File: config.mk
export PLATFORM = sky130hd
export DESIGN_NAME = operand_fetch_module_flat
export DESIGN_NICKNAME = d
export VERILOG_FILES = /design/src/rtl/operand_fetch_module_if.sv /design/src/rtl/operand_fetch_module.sv /design/src/flat_wrapper.sv
export SDC_FILE = /design/constraint.sdc
export NUM_CORES = 1
export LEC_CHECK = 0
export CELL_PAD_IN_SITES_DETAIL_PLACEMENT = 1
export CELL_PAD_IN_SITES_GLOBAL_PLACEMENT = 2
export CORE_MARGIN = 4
export CORE_UTILIZATION = 50
export CTS_BUF_LIST = sky130_fd_sc_hd__clkbuf_16
export DETAILED_ROUTE_END_ITERATION = 6
export GPL_ROUTABILITY_DRIVEN = 0
export PLACE_DENSITY = 0.88
export SKIP_CTS_REPAIR_TIMING = 1
export SYNTH_ARGS = -nofsm -noshare
export SYNTH_HDL_FRONTEND = slang
export SYNTH_SLANG_ARGS = --single-unit
File: constraint.sdc
create_clock -name CLK -period 7.5 [get_ports CLK]
set_input_delay 1.5 -clock CLK [delete_from_list [all_inputs] [get_ports CLK]]
set_output_delay 1.5 -clock CLK [all_outputs]
set_load 0.01 [all_outputs]
File: src/rtl/operand_fetch_module_if.sv
// operand_fetch_module_if: DOF-stage inputs, write-back port and EX-facing outputs
interface operand_fetch_module_if #(
  parameter int DW = 32,
  parameter int AW = 5,
  parameter int PCW = 16,
  parameter int CNTW = 16
);
  logic VALID_IN;
  logic [PCW-1:0] PC_1;
  logic [AW-1:0] SA, SB;
  logic [14:0] IMM;
  logic MA, MB, CS;
  logic [21:0] CW_IN;
  logic FLUSH;
  logic RW_WB;
  logic [AW-1:0] DA_WB;
  logic [DW-1:0] BUS_D;
  logic STALL;
  logic [PCW-1:0] PC_2;
  logic [DW-1:0] A, B;
  logic RW, MW, PS;
  logic [1:0] MD, BS;
  logic [4:0] FS, SH, DA;
  logic [CNTW-1:0] STALL_CNT;
  modport master (
    output VALID_IN, PC_1, SA, SB, IMM, MA, MB, CS, CW_IN, FLUSH, RW_WB, DA_WB, BUS_D,
    input STALL, PC_2, A, B, RW, MW, PS, MD, BS, FS, SH, DA, STALL_CNT
  );
  modport slave (
    input VALID_IN, PC_1, SA, SB, IMM, MA, MB, CS, CW_IN, FLUSH, RW_WB, DA_WB, BUS_D,
    output STALL, PC_2, A, B, RW, MW, PS, MD, BS, FS, SH, DA, STALL_CNT
  );
endinterface

File: src/rtl/operand_fetch_module.sv
// operand_fetch_module: register file, operand muxing, RAW stall and DOF/EX pipeline register
module operand_fetch_module #(
  parameter int DW = 32,
  parameter int AW = 5,
  parameter int PCW = 16,
  parameter int CNTW = 16
) (
  input logic CLK,
  input logic reset,
  operand_fetch_module_if.slave bus
);
  logic [DW-1:0] rf [0:(2**AW)-1];
  logic wb_en, load, haz;
  logic [DW-1:0] reg_a, reg_b, op_a, op_b;
  assign wb_en = bus.RW_WB & (bus.DA_WB != '0);
  always_ff @(posedge CLK)
    if (wb_en) rf[bus.DA_WB] <= bus.BUS_D;
  // write-through bypass lets WB and DOF touch the same register in one cycle
  always_comb begin
    reg_a = (bus.SA == '0) ? '0 : (wb_en && bus.DA_WB == bus.SA) ? bus.BUS_D : rf[bus.SA];
    reg_b = (bus.SB == '0) ? '0 : (wb_en && bus.DA_WB == bus.SB) ? bus.BUS_D : rf[bus.SB];
    op_a = bus.MA ? {{(DW-PCW){1'b0}}, bus.PC_1} : reg_a;
    op_b = bus.MB ? {{(DW-15){bus.CS & bus.IMM[14]}}, bus.IMM} : reg_b;
  end
  assign haz = bus.VALID_IN & bus.RW & (bus.DA != '0) &
               ((~bus.MA & (bus.SA == bus.DA)) | (~bus.MB & (bus.SB == bus.DA)));
  assign bus.STALL = haz & ~bus.FLUSH;
  assign load = bus.VALID_IN & ~bus.FLUSH & ~bus.STALL;
  always_ff @(posedge CLK) begin
    if (reset || !load) begin
      bus.PC_2 <= '0;
      bus.A <= '0;
      bus.B <= '0;
      {bus.RW, bus.MD, bus.BS, bus.PS, bus.MW, bus.FS, bus.SH, bus.DA} <= '0;
    end else begin
      bus.PC_2 <= bus.PC_1;
      bus.A <= op_a;
      bus.B <= op_b;
      {bus.RW, bus.MD, bus.BS, bus.PS, bus.MW, bus.FS, bus.SH, bus.DA} <= bus.CW_IN;
    end
  end
  always_ff @(posedge CLK)
    if (reset) bus.STALL_CNT <= '0;
    else if (bus.STALL && !(&bus.STALL_CNT)) bus.STALL_CNT <= bus.STALL_CNT + 1'b1;
endmodule

File: src/flat_wrapper.sv
// flat-port wrapper written by rule: the top's interface ports become plain ports
module operand_fetch_module_flat 
#(
  parameter int DW = 32,
  parameter int AW = 5,
  parameter int PCW = 16,
  parameter int CNTW = 16
)
  (CLK, reset, bus_VALID_IN, bus_PC_1, bus_SA, bus_SB, bus_IMM, bus_MA, bus_MB, bus_CS, bus_CW_IN, bus_FLUSH, bus_RW_WB, bus_DA_WB, bus_BUS_D, bus_STALL, bus_PC_2, bus_A, bus_B, bus_RW, bus_MW, bus_PS, bus_MD, bus_BS, bus_FS, bus_SH, bus_DA, bus_STALL_CNT);
  operand_fetch_module_if #(.DW(DW), .AW(AW), .PCW(PCW), .CNTW(CNTW)) bus_i ();
  input logic CLK;
  input logic reset;
  input wire logic [$bits(bus_i.VALID_IN)-1:0] bus_VALID_IN;
  input wire logic [$bits(bus_i.PC_1)-1:0] bus_PC_1;
  input wire logic [$bits(bus_i.SA)-1:0] bus_SA;
  input wire logic [$bits(bus_i.SB)-1:0] bus_SB;
  input wire logic [$bits(bus_i.IMM)-1:0] bus_IMM;
  input wire logic [$bits(bus_i.MA)-1:0] bus_MA;
  input wire logic [$bits(bus_i.MB)-1:0] bus_MB;
  input wire logic [$bits(bus_i.CS)-1:0] bus_CS;
  input wire logic [$bits(bus_i.CW_IN)-1:0] bus_CW_IN;
  input wire logic [$bits(bus_i.FLUSH)-1:0] bus_FLUSH;
  input wire logic [$bits(bus_i.RW_WB)-1:0] bus_RW_WB;
  input wire logic [$bits(bus_i.DA_WB)-1:0] bus_DA_WB;
  input wire logic [$bits(bus_i.BUS_D)-1:0] bus_BUS_D;
  output wire logic [$bits(bus_i.STALL)-1:0] bus_STALL;
  output wire logic [$bits(bus_i.PC_2)-1:0] bus_PC_2;
  output wire logic [$bits(bus_i.A)-1:0] bus_A;
  output wire logic [$bits(bus_i.B)-1:0] bus_B;
  output wire logic [$bits(bus_i.RW)-1:0] bus_RW;
  output wire logic [$bits(bus_i.MW)-1:0] bus_MW;
  output wire logic [$bits(bus_i.PS)-1:0] bus_PS;
  output wire logic [$bits(bus_i.MD)-1:0] bus_MD;
  output wire logic [$bits(bus_i.BS)-1:0] bus_BS;
  output wire logic [$bits(bus_i.FS)-1:0] bus_FS;
  output wire logic [$bits(bus_i.SH)-1:0] bus_SH;
  output wire logic [$bits(bus_i.DA)-1:0] bus_DA;
  output wire logic [$bits(bus_i.STALL_CNT)-1:0] bus_STALL_CNT;
  assign bus_i.VALID_IN = bus_VALID_IN;
  assign bus_i.PC_1 = bus_PC_1;
  assign bus_i.SA = bus_SA;
  assign bus_i.SB = bus_SB;
  assign bus_i.IMM = bus_IMM;
  assign bus_i.MA = bus_MA;
  assign bus_i.MB = bus_MB;
  assign bus_i.CS = bus_CS;
  assign bus_i.CW_IN = bus_CW_IN;
  assign bus_i.FLUSH = bus_FLUSH;
  assign bus_i.RW_WB = bus_RW_WB;
  assign bus_i.DA_WB = bus_DA_WB;
  assign bus_i.BUS_D = bus_BUS_D;
  assign bus_STALL = bus_i.STALL;
  assign bus_PC_2 = bus_i.PC_2;
  assign bus_A = bus_i.A;
  assign bus_B = bus_i.B;
  assign bus_RW = bus_i.RW;
  assign bus_MW = bus_i.MW;
  assign bus_PS = bus_i.PS;
  assign bus_MD = bus_i.MD;
  assign bus_BS = bus_i.BS;
  assign bus_FS = bus_i.FS;
  assign bus_SH = bus_i.SH;
  assign bus_DA = bus_i.DA;
  assign bus_STALL_CNT = bus_i.STALL_CNT;
  operand_fetch_module #(.DW(DW), .AW(AW), .PCW(PCW), .CNTW(CNTW)) u_core (.CLK(CLK), .reset(reset), .bus(bus_i));
endmodule
; ---- Word level (Yosys, flattened, before mapping)
; Memory sizes are Yosys's and may differ from the RTL's.
; Cells that the tools add are included.
[op_classes]
n_reduce_logical = 12
n_mux = 8
eq_ne = 4
bitwise = 15
addsub = 1
[op_table]
columns = operator, n
row1 = 2-to-1 mux 32 bit, 4
row2 = 2-to-1 mux 16 bit, 2
row3 = equality test 5 bit, 4
row4 = adder 16 x 1 -> 16 bit (second input constant), 1
row5 = AND reduction 16 bit, 1
row6 = bitwise AND 1 bit, 10
row7 = zero test 5 bit, 2
row8 = nonzero test 5 bit, 2
row9 = NOT 1 bit, 4
row10 = logical AND 1 bit, 3
row11 = OR reduction 3 bit, 1
row12 = zero test 1 bit, 2
row13 = 2-to-1 mux 1 bit, 2
row14 = logical OR 1 bit, 1
row15 = OR 1 bit, 1
[totals]
output_inout_bits = 119
in_bits = 108
word_cells = 54
ram_bits = 1024
regBits = 118
n_memories = 1
[mem_list]
columns = memory, words, width, rd, rd_ports_with_merged_regs, wr, line
row1 = u_core.rf, 32, 32, 2, 0, 1, operand_fetch_module.sv:12  ; logic [DW-1:0] rf [0:(2**AW)-1];

; ---- Longest topological paths before layout
; Gate-level depths: netlist of run 1.
[depth]
ltp_word = 10
ltp_mapped = 12
depth_no_buf = 7

; ---- Worst setup path before layout of run 1
; OpenSTA, ideal clock, no wires.
[synth_path]
path_kind = input to register
start = input port bus_DA_WB[2]
end = memory u_core.rf[12][0], enable pin
path_stages = 6
setup_time_ps = 421
required_ps = 7079
n_path_buf = 2
arrival_ps = 3675
path_slack_ps = 3404
path_cell_list = buf_4 or3_4 o31ai_2 or3_1 clkbuf_1 nor2_1
[synth_via]
elab_chain_cells = 4
[synth_lines]
columns = element, line
row1 = start: declaration, flat_wrapper.sv:24  ; input wire logic [$bits(bus_i.DA_WB)-1:0] bus_DA_WB;
row2 = nonzero test 5 bit, operand_fetch_module.sv:15  ; assign wb_en = bus.RW_WB & (bus.DA_WB != '0);
row3 = bitwise AND 1 bit, operand_fetch_module.sv:15
row4 = 2-to-1 mux 1 bit, operand_fetch_module.sv:17  ; if (wb_en) rf[bus.DA_WB] <= bus.BUS_D;
row5 = 2-to-1 mux 1 bit (implied by the code), operand_fetch_module.sv:17
row6 = end: declaration, operand_fetch_module.sv:12
; Parallel ways exist; a longest one is shown, timed or not.

; ---- Final worst setup path of run 1
[layout_path]
start = input port bus_SB[2]
end = output port bus_STALL
[layout_via]
elab_chain_cells = 5
[layout_lines]
columns = element, line
row1 = start: declaration, flat_wrapper.sv:16  ; input wire logic [$bits(bus_i.SB)-1:0] bus_SB;
row2 = equality test 5 bit, operand_fetch_module.sv:26  ; ((~bus.MA & (bus.SA == bus.DA)) | (~bus.MB & (bus.SB == bus.DA)));
row3 = bitwise AND 1 bit, operand_fetch_module.sv:26
row4 = OR 1 bit, operand_fetch_module.sv:26
row5 = bitwise AND 1 bit, operand_fetch_module.sv:25  ; assign haz = bus.VALID_IN & bus.RW & (bus.DA != '0) &
row6 = bitwise AND 1 bit, operand_fetch_module.sv:27  ; assign bus.STALL = haz & ~bus.FLUSH;
row7 = end: declaration, flat_wrapper.sv:26  ; output wire logic [$bits(bus_i.STALL)-1:0] bus_STALL;
; No other way between the ends.

==> results of run 1 <==
## synthesized netlist by cell type, drive strengths merged (2+ instances only)
library cell	instances
o21ai	8
o22ai	33
o32ai	17
nor4	4
edfxtp	1024
clkbuf	108
or2	2
nor2b	14
xnor2	16
a221oi	16
nand2b	4
and3	6
mux2	8
or3	3
a221o	14
nor3b	2
nor3	71
mux4	350
buf	132
nand2	80
a31oi	2
nand4b	2
o31ai	2
dfxtp	118
o211ai	18
nand3	104
or4	2
nor2	132
and4	2
or3b	2
and2	30
a22oi	125
xor2	6
inv	20
nand4	25
a21oi	72
a211oi	3
mux2i	494
nand3b	10
## critical path, delay by kind of cell
kind	cells	cell delay, ns
AOI/OAI and AO/OA	1	0.41
buffers and inverters	4	1.38
xor gates and xnor gates	1	0.16
and+or+nand+nor	2	0.45
## where the power goes
group / internal, mW / switching (mW) / total, mW
combinational: 0.493 / 0.713 / 1.21
clock: 3.44 / 2.54 / 5.98
sequential: 7.03 / 0.0515 / 7.08
total: 11.0 / 3.30 / 14.3
## registers in the layout (all words and copies together) (netlist names)
register / cells
u_core.bus.FS: 5
u_core.bus.STALL_CNT: 16
u_core.bus.RW: 1
u_core.bus.PS: 1
u_core.bus.B: 32
u_core.bus.SH: 5
u_core.bus.MW: 1
u_core.bus.DA: 5
u_core.bus.A: 32
u_core.bus.BS: 2
u_core.bus.PC_2: 16
u_core.bus.MD: 2
u_core.rf: 1024
## final timing paths
kind / start / endpoint / slack [ns] / cells after the start
max: bus_SB[2] / bus_STALL / 2.10 / 8
min reg2reg: u_core.bus.STALL_CNT[7] / u_core.bus.STALL_CNT[7] / 0.53 / 2
max reg2reg: u_core.bus.DA[2] / u_core.bus.B[10] / 4.68 / 7
min: u_core.bus.STALL_CNT[7] / u_core.bus.STALL_CNT[7] / 0.53 / 2
## metal layers
layer / wire length, µm / track usage [%]
met1: 63300 / 40.8
met2: 85400 / 52.3
met3: 17600 / 7.22
met4: 10600 / 16.9
met5: 44 / 0
## stage by stage
stage | cells | util (%) | total power, mW | setup WS (ns)
6_report | 4803 | 58.0 | 14.3 | 2.10
3_5_place_dp | 4570 | 54.2 | 8.40 | 2.01
3_3_place_gp | 4570 | 54.2 | 8.35 | 2.13
2_1_floorplan | 3122 | - | 7.91 | 3.40
4_1_cts | 4798 | 58.0 | 14.3 | 2.09
5_1_grt | 4798 | 58.0 | 14.7 | 1.94
## layout make-up
cell class              count  area share [%]
diodes                      5          0.0208
repair buffers            308            4.97
well taps                1380            2.87
multi-input cells        1719            30.4
flip-flops and latches   1142            55.1
clock inverters           105            1.43
clock buffers             123            5.12
inverters                  21           0.131
## cell families after synthesis
family / synth area share, %
AOI/OAI and AO/OA: 4.28
xor gates and xnor gates: 0.369
adders and majority gates: 0.0240
buffers and inverters: 2.40
DFF: 63.4
muxes: 24.9
other: 0.00719
and+or+nand+nor: 4.62
==> metrics.md, run 1 <==
| Metric | Value |
|---|---|
| Most used cell, CP | clkdlybuf4s50_1 |
| Setup TNS | 0 ns |
| Synth area leader | edfxtp_1 |
| CP Cell Sequence | clkdlybuf4s50_1, buf_4, xnor2_1, nand4_1, o32ai_2, nand2_1, inv_1, clkdlybuf4s50_1 |
| Leak | 20.4 nW |
| CTS Root Buffer Type | clkbuf_16 |
| Max_slew headroom | 6.30% |
| Die ar. | 0.110 mm² |
| Global-route wire length before repair | 252000 µm |
| Multi-input gate area in the final layout | 0.0182 mm² |
| Total number of vias | 33212 |
| Final slew viol count | 0 |
| Failing checks | DRC |
| Total wire length | 177000 µm |
| CP Launch Type | input pin |
| Final instance area | 0.0601 mm² |
| Clock Latency Late Sink | 0.72 ns |
| Worst-Margin Slew | 1.40 ns |
| Asr flop ratio synth | 0% |
| Sequential cell area | 0.0331 mm² |
| Flop and latch count out of synthesis | 1142 |
| Layout area overhead | 15.2% |
| Number of detailed-route iterations in the first pass | 7 |
| Fin crit share | 72.1% |
| Nets | 3420 |
| Gr usage total | 32.2% |
| Worst VDD drop | 0.212 mV |
| CP endpoint kind | output pin |
| RSZ-0062 raised after global routing | false |
| Worst Path Required | 6.00 ns |
| Hold violation count in the final report | 0 |
| IO Port Bufs | 226 |
| Maxcap violations | 0 |
| Max Clk Rate | 0.185 GHz |
| Die Span X | 331 µm |
| Post-route ant nets | 0 |
| Vias/cell | 6.91 |
| Filler cells | 9263 |
| Final setup skew | 0.0211 ns |
| WHS | 0.528 ns |
| Vias in the first global route | 35170 |
| DRT iter0 DRCs | 4199 |
| Commonest cells after routing, fill and taps aside | 1024 x edfxtp_1, 494 x mux2i_1, 335 x mux4_2 |
| H-tree Lvls | 3 |
| DRC viols | 1 |
| Initial Util | 50.4% |
| Detailed-placement wirelength estimate | 100000 µm |
| Post-synthesis sequential area ratio | 63.4% |
| CTS tree | yes |
| CORE AREA | 0.104 mm² |
| Max incr delay on CP | 0.54 ns |
| Min-Delay Path Class | register to register |
| Mapped Avg Cell Area | 16.9 µm² |
| Largest net degree at the start of global routing | 118 |
| Crit Path Max Fanout | 17 |
| Power Density | 237 mW/mm² |
| Share of the synthesized area in the top cell type | 58.9% |
| Mapped Area | 0.0522 mm² |
| Share of cells above drive strength 1 | 19.3% |
| Final setup viols | 0 |
| Rows | 118 |
| Largest cells by area after synthesis | edfxtp_1 59%, mux4_2 14%, mux2i_1 9.5%, dfxtp_1 4.5%, a22oi_1 1.8% |
| Synth warnings | 0 |
| Total grt overflow | 0 |
| Distinct cell type count of the synthesized netlist | 67 |
| Outcome | finished, violations left |
| Initial antenna violation count | 6 |
| Cells after Synth | 3091 |
| Post-synth EDFFs | 1024 |
| Total CTS buffers | 119 |
| IO Count | 227 |
| Clock Sinks | 1142 |
| Crit path DAT | 3.90 ns |
| CTS max path bufs | 3 |
| Slowest CP cell | clkdlybuf4s50_1 |
| Synth Flop Type | edfxtp_1 |
| Min Tclk post-route | 5.40 ns |
| Clock-pin slew of the registers on the worst-case setup and hold paths | 0.06 ns |
| Most common cell after layout, fill and taps aside | edfxtp_1 |
| DR WL/cell | 36.9 µm |
| Placed cell area | 0.0562 mm² |
| CP Class | input pin to output pin |
| Chip height | 331 µm |
No activity file was read; power rests on OpenSTA's default activity.
==> run 2, diff against run 1 <==
--- a/config.mk
+++ b/config.mk
@@ -8,11 +8,11 @@
 export CELL_PAD_IN_SITES_DETAIL_PLACEMENT = 1
 export CELL_PAD_IN_SITES_GLOBAL_PLACEMENT = 2
 export CORE_MARGIN = 4
-export CORE_UTILIZATION = 50
+export CORE_UTILIZATION = 42
 export CTS_BUF_LIST = sky130_fd_sc_hd__clkbuf_16
 export DETAILED_ROUTE_END_ITERATION = 6
 export GPL_ROUTABILITY_DRIVEN = 0
-export PLACE_DENSITY = 0.88
+export PLACE_DENSITY = 0.79
 export SKIP_CTS_REPAIR_TIMING = 1
 export SYNTH_ARGS = -nofsm -noshare
 export SYNTH_HDL_FRONTEND = slang
==> constraint.sdc (replaced) <==
create_clock -name CLK -period 4.4 [get_ports CLK]
set_input_delay 0.88 -clock CLK [delete_from_list [all_inputs] [get_ports CLK]]
set_output_delay 0.88 -clock CLK [all_outputs]
set_load 0.01 [all_outputs]
==> run 2 against run 1 <==
  * The flow now finishes without violations
  * Flip-flop and latch count stayed put
  * Die area grew 19%
  * Clock skew is 0.0094 ns higher
  * Critical path depth decreased by 1
  * Non-clock buffer count is 51 higher
  * Wire length is 1.6% higher
  * Final area increased by 1.9%
  * Power increased by 72%
  * Final cell count is 6.4% higher
  * Combinational power up 76%
  * Clock power is 74% higher
  * Critical path type unchanged
  * Largest cell class unchanged
==> metrics.md, run 2 (same netlist as run 1, synthesis figures left out) <==
| Metric | Value |
|---|---|
| Outcome | completed |
| Power Density | 401 mW/mm² (+69%) |
| Vias in the first global route | 34906 (-0.75%) |
| Vias/cell | 6.53 (-5.6%) |
| Largest regs | u_core.rf x1024, u_core.bus.A x32, u_core.bus.B x32 |
| DRC viols | 0 (-1) |
| R2R Path Start | u_core.bus.DA[2] |
| Total grt overflow | 0 (unchanged) |
| Final setup viols | 0 (unchanged) |
| Number of detailed-route iterations in the first pass | 5 (-2) |
| Layout area overhead | 17.4% |
| WHS | 0.521 ns (-0.00741 ns) |
| CP Launch Type | input pin |
| Sequential cell area | 0.0331 mm² (unchanged) |
| Initial antenna violation count | 4 (-2) |
| Worst VDD drop | 0.314 mV (+48%) |
| Crit Path Max Fanout | 4 (-13) |
| Seq pwr share | 49.1% (-0.5 points) |
| Commonest cells after routing, fill and taps aside | 1024 x edfxtp_1, 494 x mux2i_1, 335 x mux4_2 |
| Chip height | 361 µm (+8.9%) |
| Final slew viol count | 0 (unchanged) |
| Crit path DAT | 3.26 ns (-0.64 ns) |
| Die ar. | 0.130 mm² (+19%) |
| Total wire length | 180000 µm (+1.6%) |
| Most used cell, CP | clkdlybuf4s50_1 |
| DR WL/cell | 35.2 µm (-4.5%) |
| Setup TNS | 0 ns (unchanged) |
| Multi-input gate area in the final layout | 0.0182 mm² (about the same) |
| Max Clk Rate | 0.241 GHz |
| Internal power | 18.8 mW (+71%) |
| Fin crit share | 94.1% |
| Clock-pin slew of the registers on the worst-case setup and hold paths | 0.06 ns (about the same) |
| Rows | 129 (+9.3%) |
| Part of the power in the clock network | 42.2% (+0.3 points) |
| Largest net degree at the start of global routing | 84 (-29%) |
| DRT iter0 DRCs | 4181 (-0.43%) |
| CTS tree | yes |
| Gate power share | 8.7% (+0.2 points) |
| Min Tclk post-route | 4.14 ns |
| Die Span X | 361 µm (+8.9%) |
| Post-route ant nets | 0 (unchanged) |
| Total CTS buffers | 121 (+1.7%) |
| NetSw | 5.80 mW (+75%) |
| Hold violation count in the final report | 0 (unchanged) |
| Worst Path Required | 3.52 ns (-2.48 ns) |
| Max_slew headroom | 6.61% (+0.31 points) |
| Min-Delay Path Class | register to register |
| Slowest CP cell | clkdlybuf4s50_1 |
| Most common cell after layout, fill and taps aside | edfxtp_1 |
| CORE AREA | 0.124 mm² (+19%) |
| Max incr delay on CP | 0.69 ns (+0.15 ns) |
| Largest Register | u_core.rf |
| RSZ-0062 raised after global routing | false |
| Gr usage total | 27.1% (-5.1 points) |
| Worst-Margin Slew | 1.40 ns (-0.00460 ns) |
| Reg2reg end | u_core.bus.B[8] |
| CP Cell Sequence | clkdlybuf4s50_1, xnor2_1, nand4_1, o32ai_2, nand2_1, inv_1, clkdlybuf4s50_1 |
| Detailed-placement wirelength estimate | 104000 µm (+3.8%) |
| CTS max path bufs | 3 (unchanged) |
| CP endpoint kind | output pin |
| Leak | 20.8 nW (+1.7%) |
| Reg2Reg Depth | 6 (-1) |
| Total number of vias | 33362 (+0.45%) |
| CP Class | input pin to output pin |
| Global-route wire length before repair | 256000 µm (+1.7%) |
| CTS Root Buffer Type | clkbuf_16 |
| Initial Util | 42.2% (-8.1 points) |
| Clock Latency Late Sink | 0.74 ns (+0.02 ns) |
| Nets | 3473 (+1.5%) |
| Clock Sinks | 1142 (unchanged) |
| IO Count | 227 (unchanged) |
| Sw frac | 23.6% (+0.42 points) |
| Filler cells | 11620 (+25%) |
| Min-delay src | u_core.bus.STALL_CNT[7] |
| Hold EP | u_core.bus.STALL_CNT[7] |
| Maxcap violations | 0 (unchanged) |
| Hold depth | 2 (unchanged) |
| Final setup skew | 0.0306 ns (+0.00941 ns) |
| IO Port Bufs | 226 (unchanged) |
| Worst reg2reg setup slack | 1.64 ns (-3.04 ns) |
| H-tree Lvls | 3 (unchanged) |
| Max reg flops | 1024 (unchanged) |
| Share of cells above drive strength 1 | 21.0% (+1.7 points) |
run 2: power by group through the flow:
stage               clock network [mW]  logic, mW  registers, mW
finish                            10.4       2.13           12.1
global route                      11.0       2.23           12.1
global placement                     0       2.05           12.3
CTS                               10.5       2.12           12.1
detailed placement                   0       2.10           12.3
floorplan                            0       1.21           12.3
run 2: stage by stage:
step                setup WS, ns  power, mW  cell area, µm²  instances  util [%]
floorplan                  0.924       13.5           52300       3122         -
global placement           0.340       14.3           57200       4878      46.3
detailed placement         0.331       14.4           57200       4878      46.3
CTS                        0.325       24.7           61200       5110      49.5
global route               0.218       25.3           61200       5110      49.5
finish                     0.259       24.6           61300       5112      49.5
run 2: per-layer routing:
layer  part of all wire, %  GRT usage, %  vias up  wire [µm]
met1                    40          38.1    17916      72000
met3                   9.7          5.00      318      17400
met4                   3.3          8.96        0       5920
met2                    47          43.0     1933      84600
met5                     0             0        -          0
li1                      -             -    13195          -
run 2: how the worst max path moves through the flow:
stage	from	end	slack, ns	cells past startpoint
5_1_grt	bus_SA[4]	bus_STALL	0.22	7
4_1_cts	bus_SA[4]	bus_STALL	0.33	7
6_report	bus_SA[4]	bus_STALL	0.26	7
3_3_place_gp	bus_SA[4]	bus_STALL	0.34	7
3_5_place_dp	bus_SA[4]	bus_STALL	0.33	7
2_1_floorplan	bus_DA_WB[2]	u_core.rf[12][0]	0.92	6
run 2: worst max-delay path: cells and delay by family:
| family | cells | cell delay [ns] |
|---|---|---|
| AO/OA/AOI/OAI | 1 | 0.31 |
| buffers and inverters | 3 | 1.32 |
| XOR/XNOR | 1 | 0.30 |
| AND/OR/NAND/NOR | 2 | 0.44 |
run 2: final cells by class:
| cell class | count | share of cell area, % |
|---|---|---|
| flip-flops and latches | 1142 | 54.1 |
| multi-input cells | 1719 | 29.8 |
| repair buffers | 359 | 6.10 |
| clock buffers | 124 | 5.07 |
| well taps | 1637 | 3.34 |
| clock inverters | 108 | 1.52 |
| inverters | 21 | 0.129 |
| diodes | 2 | 0.00817 |
